--- config.mk ---
export PLATFORM = sky130hd
export DESIGN_NAME = cfg_loader
export DESIGN_NICKNAME = d
export VERILOG_FILES = /design/src/rtl/cfg_pkg.sv /design/src/rtl/cfg_crc8.sv /design/src/rtl/cfg_loader.sv
export SDC_FILE = /design/constraint.sdc
export NUM_CORES = 1
export LEC_CHECK = 0
export ABC_AREA = 1
export CAP_MARGIN = 20
export CORE_MARGIN = 2
export CORE_UTILIZATION = 59
export DETAILED_ROUTE_END_ITERATION = 8
export GPL_TIMING_DRIVEN = 0
export HOLD_SLACK_MARGIN = 0.1
export PLACE_DENSITY = 0.95
export SYNTH_ARGS = -nofsm -noshare
export SYNTH_HDL_FRONTEND = slang
export SYNTH_SLANG_ARGS = --single-unit
--- constraint.sdc ---
create_clock -name clk_i -period 3.4 [get_ports clk_i]
set_input_delay 0.68 -clock clk_i [delete_from_list [all_inputs] [get_ports clk_i]]
set_output_delay 0.68 -clock clk_i [all_outputs]
set_load 0.01 [all_outputs]
--- src/rtl/cfg_pkg.sv ---
// Shared types and constants for the CLB configuration loader.
// Frame field positions, state encoding and the serial CRC-8 step.
package cfg_pkg;

    localparam int FRAME_W     = 23;
    localparam int OUT_SEL_HI  = 22;
    localparam int OUT_SEL_LO  = 19;
    localparam int LUT_MUX_BIT = 18;
    localparam int FF_EN_HI    = 17;
    localparam int FF_EN_LO    = 16;
    localparam int LUT_HI      = 15;
    localparam int LUT_LO      = 0;
    localparam int SYNC_W      = 8;
    localparam int COUNT_W     = 8;

    localparam logic [7:0] CRC8_POLY = 8'h07;

    typedef enum logic [2:0] {
        ST_IDLE,
        ST_SYNC,
        ST_COUNT,
        ST_FRAME,
        ST_WRITE,
        ST_CRC,
        ST_DONE,
        ST_ERR
    } cfg_state_e;

    // One MSB-first bit of CRC-8: feedback is the outgoing MSB xor the new bit.
    function automatic logic [7:0] crc8_next(input logic [7:0] crc, input logic din);
        logic fb;
        fb = crc[7] ^ din;
        return {crc[6:0], 1'b0} ^ (fb ? CRC8_POLY : 8'h00);
    endfunction

endpackage

--- src/rtl/cfg_crc8.sv ---
// Serial CRC-8 accumulator (poly 0x07, init 0x00), one bit per enabled cycle.
// Only instantiated when CFG_LOADER_CRC_EN is defined.
module cfg_crc8
    import cfg_pkg::*;
(
    input  logic       clk_i,
    input  logic       rst_i,
    input  logic       clr,
    input  logic       en,
    input  logic       din,
    output logic [7:0] crc
);

    always_ff @(posedge clk_i) begin
        if (rst_i || clr) begin
            crc <= 8'h00;
        end else if (en) begin
            crc <= crc8_next(crc, din);
        end
    end

endmodule

--- src/rtl/cfg_loader.sv ---
// Serial bitstream loader: sync hunt, frame count, 23-bit frames written to CLB k in order.
// Optional trailing CRC-8 check is enabled with the CFG_LOADER_CRC_EN macro.
module cfg_loader
    import cfg_pkg::*;
#(
    parameter int          NUM_CLB   = 16,
    parameter logic [7:0]  SYNC_WORD = 8'hA5,
    parameter int          IDX_W     = (NUM_CLB > 1) ? $clog2(NUM_CLB) : 1
) (
    input  logic                 clk_i,
    input  logic                 rst_i,
    input  logic                 start_i,
    input  logic                 bs_valid_i,
    input  logic                 bs_data_i,
    output logic                 bs_ready_o,
    output logic [FRAME_W-1:0]   bits_o,
    output logic [NUM_CLB-1:0]   wr_en_o,
    output logic                 busy_o,
    output logic                 done_o,
    output logic                 err_o
);

    localparam logic [NUM_CLB-1:0] WR_ONE = 1;
    localparam logic [COUNT_W:0]   MAX_N  = (COUNT_W+1)'(NUM_CLB);

    cfg_state_e          state;
    logic [SYNC_W-1:0]   window;
    logic [COUNT_W-1:0]  count_sh;
    logic [COUNT_W-1:0]  n_reg;
    logic [4:0]          bit_cnt;
    logic [IDX_W-1:0]    idx;
    logic [FRAME_W-2:0]  frame_sh;

    logic                accept;
    logic                start_load;
    logic [SYNC_W-1:0]   window_next;
    logic [COUNT_W-1:0]  n_next;
    logic                last_idx;

    // A bit moves when bs_valid_i and bs_ready_o are both high at the rising edge;
    // the sender must hold bs_data_i stable while bs_valid_i waits for bs_ready_o.
    assign bs_ready_o = (state == ST_SYNC) || (state == ST_COUNT) ||
                        (state == ST_FRAME) || (state == ST_CRC);
    assign busy_o     = bs_ready_o || (state == ST_WRITE);

    assign accept      = bs_valid_i && bs_ready_o;
    assign start_load  = start_i && ((state == ST_IDLE) || (state == ST_DONE) || (state == ST_ERR));
    assign window_next = {window[SYNC_W-2:0], bs_data_i};
    assign n_next      = {count_sh[COUNT_W-2:0], bs_data_i};
    assign last_idx    = (COUNT_W'(idx) == (n_reg - 8'd1));

`ifdef CFG_LOADER_CRC_EN
    logic [7:0] crc_val;
    logic [7:0] crc_rx;

    cfg_crc8 u_crc (
        .clk_i (clk_i),
        .rst_i (rst_i),
        .clr   (start_load),
        .en    (accept && ((state == ST_COUNT) || (state == ST_FRAME))),
        .din   (bs_data_i),
        .crc   (crc_val)
    );
`endif

    always_ff @(posedge clk_i) begin
        if (rst_i) begin
            state    <= ST_IDLE;
            window   <= '0;
            count_sh <= '0;
            n_reg    <= '0;
            bit_cnt  <= '0;
            idx      <= '0;
            frame_sh <= '0;
            bits_o   <= '0;
            wr_en_o  <= '0;
            done_o   <= 1'b0;
            err_o    <= 1'b0;
`ifdef CFG_LOADER_CRC_EN
            crc_rx   <= '0;
`endif
        end else begin
            wr_en_o <= '0;
            case (state)
                ST_IDLE, ST_DONE, ST_ERR: begin
                    if (start_load) begin
                        state   <= ST_SYNC;
                        done_o  <= 1'b0;
                        err_o   <= 1'b0;
                        idx     <= '0;
                        window  <= '0;
                        bit_cnt <= '0;
                    end
                end
                ST_SYNC: begin
                    if (accept) begin
                        window <= window_next;
                        if (window_next == SYNC_WORD) begin
                            state   <= ST_COUNT;
                            bit_cnt <= '0;
                        end
                    end
                end
                ST_COUNT: begin
                    if (accept) begin
                        count_sh <= n_next;
                        bit_cnt  <= bit_cnt + 5'd1;
                        if (bit_cnt == 5'(COUNT_W - 1)) begin
                            n_reg   <= n_next;
                            bit_cnt <= '0;
                            idx     <= '0;
                            if ((n_next == '0) || ({1'b0, n_next} > MAX_N)) begin
                                state <= ST_ERR;
                                err_o <= 1'b1;
                            end else begin
                                state <= ST_FRAME;
                            end
                        end
                    end
                end
                ST_FRAME: begin
                    if (accept) begin
                        frame_sh <= {frame_sh[FRAME_W-3:0], bs_data_i};
                        bit_cnt  <= bit_cnt + 5'd1;
                        if (bit_cnt == 5'(FRAME_W - 1)) begin
                            bits_o  <= {frame_sh, bs_data_i};
                            wr_en_o <= WR_ONE << idx;
                            bit_cnt <= '0;
                            state   <= ST_WRITE;
                        end
                    end
                end
                ST_WRITE: begin
                    if (last_idx) begin
`ifdef CFG_LOADER_CRC_EN
                        state   <= ST_CRC;
                        bit_cnt <= '0;
`else
                        state   <= ST_DONE;
                        done_o  <= 1'b1;
`endif
                    end else begin
                        idx   <= idx + 1'b1;
                        state <= ST_FRAME;
                    end
                end
`ifdef CFG_LOADER_CRC_EN
                ST_CRC: begin
                    if (accept) begin
                        crc_rx  <= {crc_rx[6:0], bs_data_i};
                        bit_cnt <= bit_cnt + 5'd1;
                        if (bit_cnt == 5'd7) begin
                            if ({crc_rx[6:0], bs_data_i} == crc_val) begin
                                state  <= ST_DONE;
                                done_o <= 1'b1;
                            end else begin
                                state <= ST_ERR;
                                err_o <= 1'b1;
                            end
                        end
                    end
                end
`endif
                default: state <= ST_IDLE;
            endcase
        end
    end

endmodule
## Word level (Yosys, flattened, before mapping)

Cells that the tools add are included.

- Flip-flop bits (word level): 97
- Input bits: 5
- Output and inout port bits: 43
- Logic and storage cells: 101

- Add/subtract/negate cells: 3
- Order comparisons: 1
- Equality and inequality tests: 21
- Shifts and indexed selects: 1
- Mux-type cells: 33
- Bitwise gates (word level): 3
- Reduce and logical (&&, ||, !) cells: 28

Operators by type and width:

| cell | number |
|---|---|
| 5-bit 2-to-1 mux | 7 |
| 3-bit 2-to-1 mux | 9 |
| 5-bit one-hot mux with 4 select lines | 1 |
| 4-bit 2-to-1 mux | 4 |
| 1-bit by 4-bit left shift with 16-bit output (first input constant) | 1 |
| 3-bit one-hot mux with 5 select lines | 1 |
| 7-bit 2-to-1 mux | 2 |
| 7-bit one-hot mux with 2 select lines | 1 |
| 3-bit equality test (second input constant) | 4 |
| 2-bit inequality test (second input constant) | 6 |
| 4-bit one-hot mux with 3 select lines | 1 |
| 3-bit AND reduction | 4 |
| 5-bit AND reduction | 2 |
| 4-bit by 8-bit equality test with 1-bit output | 1 |
| 8-bit equality test (second input constant) | 1 |
| 8-bit by 5-bit greater-than comparator with 1-bit output (second input constant) | 1 |
| 8-bit logical NOT | 1 |
| 2-bit by 1-bit inequality test with 1-bit output (second input constant) | 4 |
| 8-bit by 1-bit subtractor with 8-bit output (second input constant) | 1 |
| 1-bit logical OR | 7 |
| 7-bit AND reduction | 1 |
| 3-bit by 2-bit equality test with 1-bit output (second input constant) | 2 |
| 6-bit AND reduction | 1 |
| 2-bit nonzero test | 3 |
| 15 further kinds | 24 |

## Longest topological paths before layout

- Depth in word-level cells: 7
- Mapped depth: 13

## Worst setup path after synthesis

OpenSTA, ideal clock, no wires.

- Path kind: input to register
- Start point: input bs_valid_i
- End point: register bits_o[15]
- Arrival: 1.542 ns
- Required time: 3.287 ns
- Path slack: 1.746 ns
- Stages: 9
- Path buffers: 1
- Path through: inv_1 nor2_8 inv_2 nor2_8 nand2_2 clkinv_2 buf_6 nand2_1 nand2_1

- Word-level cells in the longest chain between the ends: 2

Ends and longest elaborated chain:

| element | RTL line | source |
|---|---|---|
| start: declaration | cfg_loader.sv:13 | `input logic bs_valid_i,` |
| 1-bit logical AND | cfg_loader.sv:46 | `assign accept = bs_valid_i && bs_ready_o;` |
| 3-bit AND reduction (no source line) | n/a |  |
| end signal: assignment | cfg_loader.sv:126 | `bits_o <= {frame_sh, bs_data_i};` |
| end: declaration | cfg_loader.sv:16 | `output logic [FRAME_W-1:0] bits_o,` |

No other way between the ends.
A chain may end at the register's enable or synchronous reset.

## Worst setup path after layout

- Start point: register state[1]
- End point: output busy_o

- Word-level cells in the longest chain between the ends: 5
- Elaborated cells on any way between the ends: 9
- Classes of those cells: eq/ne (5); reduce/logical (4)

Ends and longest elaborated chain:

| element | RTL line | source |
|---|---|---|
| start: declaration | cfg_loader.sv:26 | `cfg_state_e state;` |
| start signal: assignment | cfg_loader.sv:68 | `state <= ST_IDLE;` |
| start signal: assignment | cfg_loader.sv:87 | `state <= ST_SYNC;` |
| start signal: assignment | cfg_loader.sv:99 | `state <= ST_COUNT;` |
| 3-bit by 1-bit equality test with 1-bit output / 3-bit by 2-bit equality test with 1-bit output (equally long branches) | cfg_loader.sv:42 | `assign bs_ready_o = (state == ST_SYNC) \|\| (state == ST_COUNT) \|\|` |
| 1-bit logical OR (2 in series) | cfg_loader.sv:42 |  |
| 1-bit logical OR | cfg_loader.sv:43 | `(state == ST_FRAME) \|\| (state == ST_CRC);` |
| 1-bit logical OR * | cfg_loader.sv:44 | `assign busy_o = bs_ready_o \|\| (state == ST_WRITE);` |
| end: declaration | cfg_loader.sv:18 | `output logic busy_o,` |

Mark *: on every way between the ends. The rest lies on a longest branch, timed or not.

==> key figures <==
Run status
  – Status: finished, final reports clean

Die
  – Row cnt: 29
  – Die X: 86.1 µm
  – Core area: about 6400 µm²
  – Die H: between 80 and 90 µm
  – I/O pin cnt: 48
  – Initial Utilization: 61.9%
  – Die footprint: around 7400 µm²

Logic synthesis
  – Adder-cell share of the synthesized area: 2.83%
  – Xor and xnor area share after synthesis: 0.441%
  – Main flop type after synthesis: dfxtp_1
  – Multiplexer share of the synthesized area: 0%
  – Mapped cell area: a little under 4000 µm²
  – Post-synthesis compound-gate area fraction: roughly 14%
  – Synth cell types: 29
  – Syn_nets: 529
  – Synthesized instance count: a little over 500
  – Avg Synthesized Cell Area: just under 8 µm²
  – Main combinational cell family by area after synthesis: simple AND/OR/NAND/NOR gates
  – #FFs+latches synth: 97
  – YS warnings: 0
  – Number of flops mapped to enable cells by yosys: 0
  – Synth top area cells: dfxtp_1 49%, nand2_1 8.0%, a21oi_1 5.9%
  – Sequential area share after synthesis: roughly half
  – Post-synthesis simple-gate area fraction: about a quarter
  – Ys async rst share: 0%
  – Leading area contributor after synthesis: dfxtp_1
  – Top-area cell type share of the netlist area: about half

STA
  – Final setup fails: 0
  – Fin crit period: 2.48 ns
  – Fin crit share: between 70% and 80%
  – Worst Skew: 0.00986 ns
  – Setup_tns: 0 ns
  – Final Hold Viols: 0
  – Max-slew headroom: 56.5%
  – Slew Viols, Final: 0
  – Worst-case hold slack: 0.472 ns
  – Fmax: 404 MHz
  – RSZ-0062 raised after global routing: false
  – Slew @ Worst Pin: approximately 0.65 ns

Clock tree
  – Clk root buf: clkbuf_8
  – Clock buffer depth: 2
  – Clock Sinks: 97
  – Post-CTS sizing: 0
  – CTS Hold Bufs: 0
  – # Post-CTS Setup Buffers: 0
  – Clock transition at path regs: about 0.090 ns
  – H-tree lvl count: 3
  – Clk_lat worst skew: around 0.37 ns
  – CTS buffer count: 9
  – CTS tree: built

Placement
  – Placed wire-length estimate: between 6000 and 7000 µm
  – Port buffer count: 47
  – Routability cong.: 0.932

GRT
  – Total GRT Usage: 26.0%
  – Initial antenna violation count: 0
  – Gr ovfl total: 0
  – First-pass GRT wire length: 15300 µm
  – Vias in the first global route: 3537
  – Largest net degree at the start of global routing: 17

Critical path
  – R2R depth: 10
  – Critical path type: reg -> out
  – CP required: 2.72 ns
  – FF-to-FF setup slack: between 1 and 1.5 ns
  – CP startpoint kind: register
  – Start of the worst register-to-register path: n_reg[0]
  – Crit end category: output port
  – Worst r2r dst: idx[1]
  – Max FO, Critical Path: 7
  – Worst path arrival time: 1.80 ns

Min path
  – Worst hold start: window[6]
  – Worst hold stages: 2
  – HP Class: reg -> reg
  – Hold path endpoint: window[6]

Run
  – Max-cap viol count: 0

Pwr
  – Pwr Total: 2.79 mW
  – Peak supply drop: approximately 400 µV
  – Leakage: 1.98 nW
  – PD cells: 593 nW/µm²

Routing
  – WL final: 9240 µm
  – Post-route ant nets: 0
  – Routed vias/inst: 5.58
  – Routed vias: 3652
  – Drt wl/cell: around 14 µm
  – Initial DRT Pass Iterations: 5
  – Drt initial violations: 240
  – Drt drc: 0

Cells and area
  – Largest register by flop count: bits_o
  – Finished Core Util: around 73%
  – Layout area overhead: 18.6%
  – Max FFs per register: 23
  – Nets@finish: 587
  – Biggest regs: bits_o (23), frame_sh (22), wr_en_o (16)
  – Diodes inserted: 0
  – Layout cells sized above 1: 7.79%
[critical path, stage by stage, from the launching register on]
cell and delay [ns]:
dfxtp_1 0.40, inv_2 0.08, nor2_2 0.11, inv_2 0.10
nand3_1 0.17, clkdlybuf4s50_1 0.57
[power by group]
group	switching, mW	internal, mW	leakage [nW]
clock network	0.406	0.269	0.0866
registers	0.0822	1.23	0.784
logic	0.538	0.267	1.11
[placed cells by master (no fill, tap or decap), types with 2 or more instances in the layout]
master | netlist | final
inv_2 | 8 | 8
nand2_2 | 3 | 3
buf_6 | 2 | 2
clkinv_4 | 0 | 2
nand2_1 | 85 | 85
nor2_8 | 2 | 2
buf_2 | 2 | 2
nand3b_1 | 2 | 2
nand3_1 | 42 | 42
inv_1 | 49 | 49
nor2_4 | 3 | 3
clkdlybuf4s50_1 | 0 | 47
nor2_1 | 59 | 59
a211oi_1 | 8 | 8
nor3_1 | 17 | 17
a21oi_1 | 47 | 47
clkinv_2 | 2 | 4
o21ai_0 | 46 | 46
nor2_2 | 4 | 4
ha_1 | 9 | 9
clkbuf_8 | 0 | 9
clkbuf_1 | 11 | 12
nand2_4 | 2 | 2
xor2_1 | 2 | 2
dfxtp_1 | 97 | 97
nand4_1 | 7 | 7
[synthesized netlist by cell type (2+ instances only)]
cell	instances
nand2_4	2
buf_6	2
clkinv_2	2
buf_2	2
xor2_1	2
nor2_2	4
nor2_8	2
nand3b_1	2
nor2_1	59
nand3_1	42
nor3_1	17
dfxtp_1	97
a21oi_1	47
inv_2	8
nand2_1	85
a211oi_1	8
nand4_1	7
o21ai_0	46
clkbuf_1	11
ha_1	9
nand2_2	3
inv_1	49
nor2_4	3
[metal layers]
layer / GRT usage [%] / vias to the layer above / wire (µm)
li1: - / 1806 / -
met1: 27.5 / 1684 / 3700
met2: 48.0 / 130 / 4710
met3: 4.43 / 32 / 458
met4: 15.2 / 0 / 364
met5: 0 / - / 0
[final cells by class]
cell class | count | area [µm²]
clock buffers | 10 | 128
flip-flops and latches | 97 | 1940
multi-input cells | 342 | 1720
inverters | 59 | 224
plain buffers | 17 | 85.1
well taps | 77 | 96.3
clock inverters | 6 | 43.8
fillers | 463 | 1710
repair buffers | 47 | 470
[per-stage QoR]
stage	instances	cell area, µm²	setup WS (ns)
global placement	639	4540	1.04
global route	655	4710	0.839
detailed placement	639	4540	1.01
finish	655	4710	0.924
floorplan	515	3970	1.75
CTS	655	4710	0.947
[cell families after synthesis]
kind of cell    Yosys count
compound gates          104
simple gates            227
flops                    97
xor+xnor                  2
buf+inv                  76
fa+ha+maj                 9
[worst max path at each step]
stage / start / to / cells past startpoint
finish: state[1] / busy_o / 5
detailed placement: bs_data_i / bit_cnt[0] / 10
global route: state[0] / busy_o / 3
CTS: state[1] / busy_o / 5
floorplan: bs_valid_i / bits_o[15] / 9
global placement: bs_data_i / bit_cnt[0] / 10
Note: power is estimated with default switching activity, not from simulation.
